`src/rtl/m_prog_ram_pkg.sv`:
```
// rtl/m_prog_ram_pkg.sv - shared widths, depth and FSM encoding for the program RAM
package m_prog_ram_pkg;

    localparam int ADR_W     = 4;
    localparam int DAT_W     = 8;
    localparam int MEM_DEPTH = 2 ** ADR_W;

    typedef enum logic {
        S_CLEAR = 1'b0,
        S_IDLE  = 1'b1
    } state_t;

endpackage

```
`src/rtl/m_prog_ram_if.sv`:
```
// rtl/m_prog_ram_if.sv - operator/read-port bundle of the program RAM
interface m_prog_ram_if;
    import m_prog_ram_pkg::*;

    logic [DAT_W-1:0] wr_data;
    logic             wr_stb;
    logic             clr_stb;
    logic [ADR_W-1:0] rd_adr;
    logic [DAT_W-1:0] rd_dat;
    logic [ADR_W-1:0] wr_adr;
    logic             full;
    logic             busy;

    modport master (
        output wr_data, wr_stb, clr_stb, rd_adr,
        input  rd_dat, wr_adr, full, busy
    );

    modport slave (
        input  wr_data, wr_stb, clr_stb, rd_adr,
        output rd_dat, wr_adr, full, busy
    );

endinterface

```
`src/rtl/m_prog_ram_sync_rise.sv`:
```
// rtl/m_prog_ram_sync_rise.sv - two-flop synchronizer with rising-edge pulse
module m_sync_rise (
    input  logic clk,
    input  logic rst,
    input  logic din,
    output logic rise
);

    logic sync1;
    logic sync2;
    logic sync3;

    // Resynchronize the button level and keep one delayed copy for edge detection.
    always_ff @(posedge clk) begin
        if (rst) begin
            sync1 <= 1'b0;
            sync2 <= 1'b0;
            sync3 <= 1'b0;
        end else begin
            sync1 <= din;
            sync2 <= sync1;
            sync3 <= sync2;
        end
    end

    assign rise = sync2 & ~sync3;

endmodule

```
`src/rtl/m_prog_ram.sv`:
```
// rtl/m_prog_ram.sv - 16x8 button-loaded program RAM with clear sweep
module m_prog_ram
    import m_prog_ram_pkg::*;
(
    input  logic          clk,
    input  logic          rst,
    m_prog_ram_if.slave   bus
);

    localparam logic [ADR_W-1:0] LAST_ADR = ADR_W'(MEM_DEPTH - 1);
    localparam logic [ADR_W-1:0] ONE_ADR  = ADR_W'(1);

    logic [DAT_W-1:0] mem [MEM_DEPTH];

    state_t           state, state_nxt;
    logic [ADR_W-1:0] clr_idx, clr_idx_nxt;
    logic [ADR_W-1:0] wr_adr, wr_adr_nxt;
    logic             full, full_nxt;

    logic             wr_rise;
    logic             clr_rise;

    logic             mem_we;
    logic [ADR_W-1:0] mem_wa;
    logic [DAT_W-1:0] mem_wd;

    m_sync_rise u_wr_sync (
        .clk  (clk),
        .rst  (rst),
        .din  (bus.wr_stb),
        .rise (wr_rise)
    );

    m_sync_rise u_clr_sync (
        .clk  (clk),
        .rst  (rst),
        .din  (bus.clr_stb),
        .rise (clr_rise)
    );

    // Control registers; reset parks the FSM at the start of a clear sweep.
    always_ff @(posedge clk) begin
        if (rst) begin
            state   <= S_CLEAR;
            clr_idx <= '0;
            wr_adr  <= '0;
            full    <= 1'b0;
        end else begin
            state   <= state_nxt;
            clr_idx <= clr_idx_nxt;
            wr_adr  <= wr_adr_nxt;
            full    <= full_nxt;
        end
    end

    // Next state and the single memory write port: sweep zeros while clearing,
    // otherwise a clear pulse beats a simultaneous write pulse.
    always_comb begin
        state_nxt   = state;
        clr_idx_nxt = clr_idx;
        wr_adr_nxt  = wr_adr;
        full_nxt    = full;
        mem_we      = 1'b0;
        mem_wa      = wr_adr;
        mem_wd      = bus.wr_data;
        case (state)
            S_CLEAR: begin
                mem_we      = 1'b1;
                mem_wa      = clr_idx;
                mem_wd      = '0;
                clr_idx_nxt = clr_idx + ONE_ADR;
                if (clr_idx == LAST_ADR) begin
                    state_nxt = S_IDLE;
                end
            end
            S_IDLE: begin
                if (clr_rise) begin
                    state_nxt   = S_CLEAR;
                    clr_idx_nxt = '0;
                    wr_adr_nxt  = '0;
                    full_nxt    = 1'b0;
                end else if (wr_rise && !full) begin
                    mem_we     = 1'b1;
                    wr_adr_nxt = wr_adr + ONE_ADR;
                    if (wr_adr == LAST_ADR) begin
                        full_nxt = 1'b1;
                    end
                end
            end
            default: begin
                state_nxt = S_CLEAR;
            end
        endcase
    end

    // Memory array has no reset of its own; the clear sweep zeroes it.
    always_ff @(posedge clk) begin
        if (mem_we) begin
            mem[mem_wa] <= mem_wd;
        end
    end

    assign bus.rd_dat = mem[bus.rd_adr];
    assign bus.wr_adr = wr_adr;
    assign bus.full   = full;
    assign bus.busy   = (state == S_CLEAR);

endmodule

```
`src/flat_wrapper.sv`:
```
// flat-port wrapper written by rule: the top's interface ports become plain ports
module m_prog_ram_flat import m_prog_ram_pkg::*;
  (clk, rst, bus_wr_data, bus_wr_stb, bus_clr_stb, bus_rd_adr, bus_rd_dat, bus_wr_adr, bus_full, bus_busy);
  m_prog_ram_if bus_i ();
  input  logic clk;
  input  logic rst;
  input wire logic [$bits(bus_i.wr_data)-1:0] bus_wr_data;
  input wire logic [$bits(bus_i.wr_stb)-1:0] bus_wr_stb;
  input wire logic [$bits(bus_i.clr_stb)-1:0] bus_clr_stb;
  input wire logic [$bits(bus_i.rd_adr)-1:0] bus_rd_adr;
  output wire logic [$bits(bus_i.rd_dat)-1:0] bus_rd_dat;
  output wire logic [$bits(bus_i.wr_adr)-1:0] bus_wr_adr;
  output wire logic [$bits(bus_i.full)-1:0] bus_full;
  output wire logic [$bits(bus_i.busy)-1:0] bus_busy;
  assign bus_i.wr_data = bus_wr_data;
  assign bus_i.wr_stb = bus_wr_stb;
  assign bus_i.clr_stb = bus_clr_stb;
  assign bus_i.rd_adr = bus_rd_adr;
  assign bus_rd_dat = bus_i.rd_dat;
  assign bus_wr_adr = bus_i.wr_adr;
  assign bus_full = bus_i.full;
  assign bus_busy = bus_i.busy;
  m_prog_ram u_core (.clk(clk), .rst(rst), .bus(bus_i));
endmodule
```
`config.mk`:
```
export PLATFORM = sky130hd
export DESIGN_NAME = m_prog_ram_flat
export DESIGN_NICKNAME = d
export VERILOG_FILES = /design/src/rtl/m_prog_ram_pkg.sv /design/src/rtl/m_prog_ram_if.sv /design/src/rtl/m_prog_ram_sync_rise.sv /design/src/rtl/m_prog_ram.sv /design/src/flat_wrapper.sv
export SDC_FILE = /design/constraint.sdc
export NUM_CORES = 1
export LEC_CHECK = 0
export CORE_MARGIN = 5
export CORE_UTILIZATION = 50
export CTS_BUF_LIST = sky130_fd_sc_hd__clkbuf_8
export DETAILED_ROUTE_END_ITERATION = 7
export GPL_TIMING_DRIVEN = 0
export PLACE_DENSITY = 0.73
export RECOVER_POWER = 50
export SKIP_LAST_GASP = 1
export SLEW_MARGIN = 15
export SYNTH_ARGS = -nofsm -noshare
export SYNTH_HDL_FRONTEND = slang
export SYNTH_HIERARCHICAL = 1
export SYNTH_SLANG_ARGS = --single-unit
```
`constraint.sdc`:
```
create_clock -name clk -period 5.5 [get_ports clk]
set_clock_uncertainty 0.1 [all_clocks]
set_input_delay 1.375 -clock clk [delete_from_list [all_inputs] [get_ports clk]]
set_output_delay 1.375 -clock clk [all_outputs]
set_load 0.05 [all_outputs]
```
# --- Yosys cells after proc, flatten, opt, wreduce, memory -nomap -nowiden ---
# Memories as Yosys holds them, arrays and structs flattened.
# Index checks and enable logic that the tools add are counted.
# Widths: inputs -> output; s select.
word_totals:
  ff_bits: 16
  latch_bits: 0
  mem_bits_rw: 128
  mem_bits_ro: 0
  in_bits: 16
  out_inout_bits: 14
  word_cells: 44
  n_memories: 1
classes:
  n_addsub: 2
  multipliers: 0
  div_mod_pow: 0
  n_lt_le_gt_ge: 0
  eq_ne: 3
  n_shift: 0
  n_mux: 17
  bitwise: 5
  n_reduce_logical: 6
memory_table:
  columns: ["name", "depth", "word_bits", "read_ports", "rd_clocked_by_memory_dff", "wr", "line", "rtl"]
  rows:
  - ["u_core.mem", 16, 8, 1, 0, 1, "m_prog_ram.sv:13", "logic [DAT_W-1:0] mem [MEM_DEPTH];"]
op_table:
  columns: ["op", "count"]
  rows:
  - ["$mux 4", 4]
  - ["$mux 1", 9]
  - ["$add 4x1->4 const B", 2]
  - ["$eq 4x4->1 const B", 2]
  - ["$mux 8", 1]
  - ["$pmux 4 s2", 1]
  - ["$pmux 1 s2", 2]
  - ["$reduce_bool 2->1", 2]
  - ["$not 1->1", 3]
  - ["$reduce_and 3->1", 1]
  - ["$and 1x1->1", 2]
  - ["$ne 2x2->1 const B", 1]
  - ["$reduce_and 2->1", 1]
  - ["$logic_and 1x1->1", 1]
  - ["$logic_not 1->1", 1]

# --- Logic depth before layout (Yosys ltp) ---
depth:
  depth_word: 8
  mapped_depth: 6

# --- Hierarchy ---
# Netlist, hierarchy kept.
by_module_without_submodules:
  columns: ["mod", "instances", "cells_per_inst", "area_each_um2", "seq_area_each_um2"]
  rows:
  - ["m_prog_ram", 1, 294, 5569.1, 4043.9]
  - ["m_sync_rise", 2, 7, 87.6, 60.1]

# --- Worst setup path after synthesis ---
# OpenSTA, ideal clock, no wires.
synth_timing:
  path_type: "input to output"
  from: "input bus_rd_adr[0]"
  to: "output bus_rd_dat[4]"
  arrival_time_ns: 2.656
  required_time_ns: 4.025
  setup_slack_ns: 1.369
  cell_stages: 5
  path_buffers: 2
  path_cell_list: "buf_6 -> buf_6 -> mux4_1 -> a22oi_1 -> nand2_1"
synth_via:
  elab_chain_cells: 1
synth_rtl:
  columns: ["item", "line", "rtl"]
  rows:
  - ["start: declaration", "flat_wrapper.sv:10", "input wire logic [$bits(bus_i.rd_adr)-1:0] bus_rd_adr;"]
  - ["$mem_v2 16x8", null, null]
  - ["end: declaration", "flat_wrapper.sv:11", "output wire logic [$bits(bus_i.rd_dat)-1:0] bus_rd_dat;"]
# No other way between the ends.

# --- Worst setup path after layout ---
layout_timing:
  from: "input bus_rd_adr[1]"
  to: "output bus_rd_dat[3]"
# The elaborated chain is that of the path after synthesis.

==> flow_summary.json <==
{
  "status": "finished, final reports clean",
  "p_seq_share_pct": 55.0,
  "syn-num-nets": 326,
  "grt_use_total_pct": 17.5,
  "crit_family": "buffers and inverters",
  "ff_latch_area_um2": 4160,
  "drtPass1Iterations": 4,
  "fmax_ghz": 0.191,
  "synth-simple-area-share_pct": 6.45,
  "place.port_buffers": 28,
  "avgRoutedWirePerCell_um": 21.3,
  "vias": 2978,
  "root_buffer": "clkbuf_8",
  "drt-total-wl_um": 10900,
  "reg.largest.list": "u_core/mem (128), u_core/bus.wr_adr (4), u_core/clr_idx (4)",
  "crit_top_cell": "clkdlybuf4s50_1",
  "largest_register_ffs": 128,
  "cts-resized-gates": 1,
  "hold_violations": 0,
  "fin_crit_sh_pct": 95.2,
  "clock-sinks": 144,
  "critPathBufInv": 3,
  "grt_setup_unrepaired": "no",
  "pre_cts_slack_ns": -0.0520,
  "route.met3.wl_um": 782,
  "grt_pass1_wl_um": 16800,
  "ys_seq_area_share_pct": 72.5,
  "regMostFlops": "u_core/mem",
  "fin_nets": 373,
  "synth-async-reset-ratio_pct": 0,
  "synth_flop_cell": "edfxtp_1",
  "h-tree-depth": 4,
  "p_clk_share_pct": 38.5,
  "drtIter0Drc": 215,
  "synth_fa_ha_area_share_pct": 0.436,
  "comb_power_share_pct": 6.5,
  "path_clk_slew_ns": 0.07,
  "cts_tree": "done",
  "p_leak_nw": 2.34,
  "synthDistinctLibCells": 40,
  "clk_latency_ns": 0.43,
  "arrival_ns": 3.76,
  "worstPathRequired_ns": 4.03,
  "antenna_found_initial": 0,
  "top_layer_used": "met4",
  "core_area_um2": 11300,
  "ioPinCount": 30,
  "area_growth_pct": 15.1,
  "wl_met2_um": 5450,
  "final_area_um2": 6610,
  "synth.area.mux_share_pct": 13.6,
  "ant_nets": 0,
  "clk_path_buf_depth": 2,
  "cts_buffers": 17,
  "timing.final.ws_setup_ns": 0.262,
  "path_max_fanout": 10,
  "synth_compound_area_share_pct": 4.53,
  "max_cap_viol_count": 0,
  "finalCriticalPeriod_ns": 5.24,
  "hold_class": "flip-flop to flip-flop",
  "swShare_pct": 20.6,
  "critPathKind": "primary input to primary output",
  "slew_headroom_pct": 38.2,
  "synth-seq-cells": 144,
  "drv_slew": 0,
  "ff2ff_setup_slack_ns": 2.82,
  "first_global_vias": 3026,
  "drc": 0,
  "die_h_um": 117,
  "startpoint_type": "primary input",
  "ys_warn_count": 6,
  "place_congestion": 0.757,
  "synthXorXnorAreaFrac_pct": 0.457,
  "dieArea_um2": 13700,
  "fp-row-count": 39,
  "p_int_mw": 1.74,
  "grt_max_degree": 17,
  "tightestPinTransition_ns": 0.927,
  "dp_hpwl_um": 7190,
  "post_cts_buffers": 0,
  "die_w_um": 117,
  "syn_area_um2": 5740,
  "peakVddDrop_mv": 0.157,
  "num_antenna_cells": 0,
  "ctsHoldBuffers": 0,
  "syn_inst": 308,
  "fillers": 864,
  "multi_input_area_um2": 1470,
  "synth_top_family_by_area": "multiplexers",
  "final_layout_size_suffix_gt1_share_pct": 16.6,
  "critPathSlowestCell": "clkdlybuf4s50_1",
  "m1WireLength_um": 4450,
  "vias_per_cell": 5.83,
  "synth_edf_count": 128,
  "crit_chain": "clkdlybuf4s50_1, buf_2, mux4_2, a22oi_1, nand2_1, clkdlybuf4s50_1",
  "powerDensity_nw_per_um2": 332,
  "start_util_pct": 50.7,
  "p_switching_mw": 0.452,
  "crit_path_max_incr_delay_ns": 0.72,
  "end_kind": "primary output",
  "syn_avg_cell_area_um2": 18.7,
  "grt.overflow.total": 0,
  "placed_area_um2": 6200,
  "setup_viol": 0
}
[worst paths after layout]
| path | cells after the start | to | start |
|---|---|---|---|
| setup / recovery | 6 | bus_rd_dat[3] | bus_rd_adr[1] |
| hold / removal | 1 | u_core/u_wr_sync/sync2 | u_core/u_wr_sync/sync1 |
| setup reg to reg | 6 | u_core/mem[1][6] | u_core/u_clr_sync/sync2 |
| hold reg to reg | 1 | u_core/u_wr_sync/sync2 | u_core/u_wr_sync/sync1 |
[power groups by stage]
stage	clock [mW]	sequential (mW)	combinational, mW
final	0.845	1.21	0.142
after global routing	0.913	1.21	0.152
after CTS	0.859	1.21	0.145
after detailed placement	0	1.23	0.145
after global placement	0	1.23	0.143
after floorplan	0	1.23	0.0964
[worst register-to-register path, delay by kind of cell, from the launching register on]
kind | cells | cell delay (ns)
buf+inv | 1 | 0.16
flops | 1 | 0.31
compound gates | 1 | 0.25
simple gates | 4 | 1.48
[logic make-up (layout without fill, tap and decap cells)]
kind of cell / count (synthesis) / count (layout)
XOR/XNOR: 3 / 3
AND/OR/NAND/NOR: 72 / 72
multiplexers: 33 / 33
buffers and inverters: 17 / 77
AO/OA/AOI/OAI: 37 / 37
adder cells (fa/ha/maj): 2 / 2
flip-flops: 144 / 144
[layer usage]
layer  track usage [%]  vias up
met2              27.9      117
met4              7.26        0
met5                 0        -
met1              22.7     1505
li1                  -     1341
met3              4.94       15
[cell usage in the layout, fill, tap and decap left out, drive strengths merged, types with 2 or more instances in the layout]
master / instances
bufinv: 4
nor3: 2
mux4: 32
o21ai: 2
inv: 4
a22oi: 17
nand2: 13
nand2b: 2
ha: 2
dfxtp: 16
a31oi: 4
buf: 10
clkinvlp: 2
xor2: 3
nor3b: 3
clkinv: 8
and2: 10
edfxtp: 128
a21oi: 5
nor2: 26
clkdlybuf4s50: 19
clkbuf: 18
dlygate4sd3: 9
clkdlybuf4s25: 3
nor2b: 11
[area by class of cell]
type	instances	area share (%)
buffer	14	1.59
tap	143	2.71
inverter	3	0.170
timing repair buffer	28	4.24
sequential	144	63.0
clock inverter	15	2.65
multi-input combinational	147	22.2
clock buffer	17	3.54
[cells in the mapped netlist (all sizes together), types with 3 or more instances]
cell / count / area, µm²
buf: 10 / 70.1
a21oi: 5 / 25.0
clkdlybuf4s25: 3 / 30.0
nor2: 26 / 97.6
nor3b: 3 / 22.5
xor2: 3 / 26.3
dfxtp: 16 / 320
and2: 10 / 62.6
nand2: 13 / 48.8
edfxtp: 128 / 3840
mux4: 32 / 773
nor2b: 11 / 73.8
a31oi: 4 / 25.0
inv: 3 / 11.3
a22oi: 17 / 128
[stage by stage]
stage,power [mW],hold WS [ns],setup TNS (ns),util (%),cells
3_5_place_dp,1.38,0.334,-0.160,54.8,479
3_3_place_gp,1.37,0.327,-0.109,54.8,479
6_report,2.19,0.347,0,58.4,511
2_1_floorplan,1.32,0.314,0,-,308
4_1_cts,2.21,0.356,0,58.4,511
5_1_grt,2.27,0.377,0,58.4,511
No activity file was read; power rests on OpenSTA's default activity.
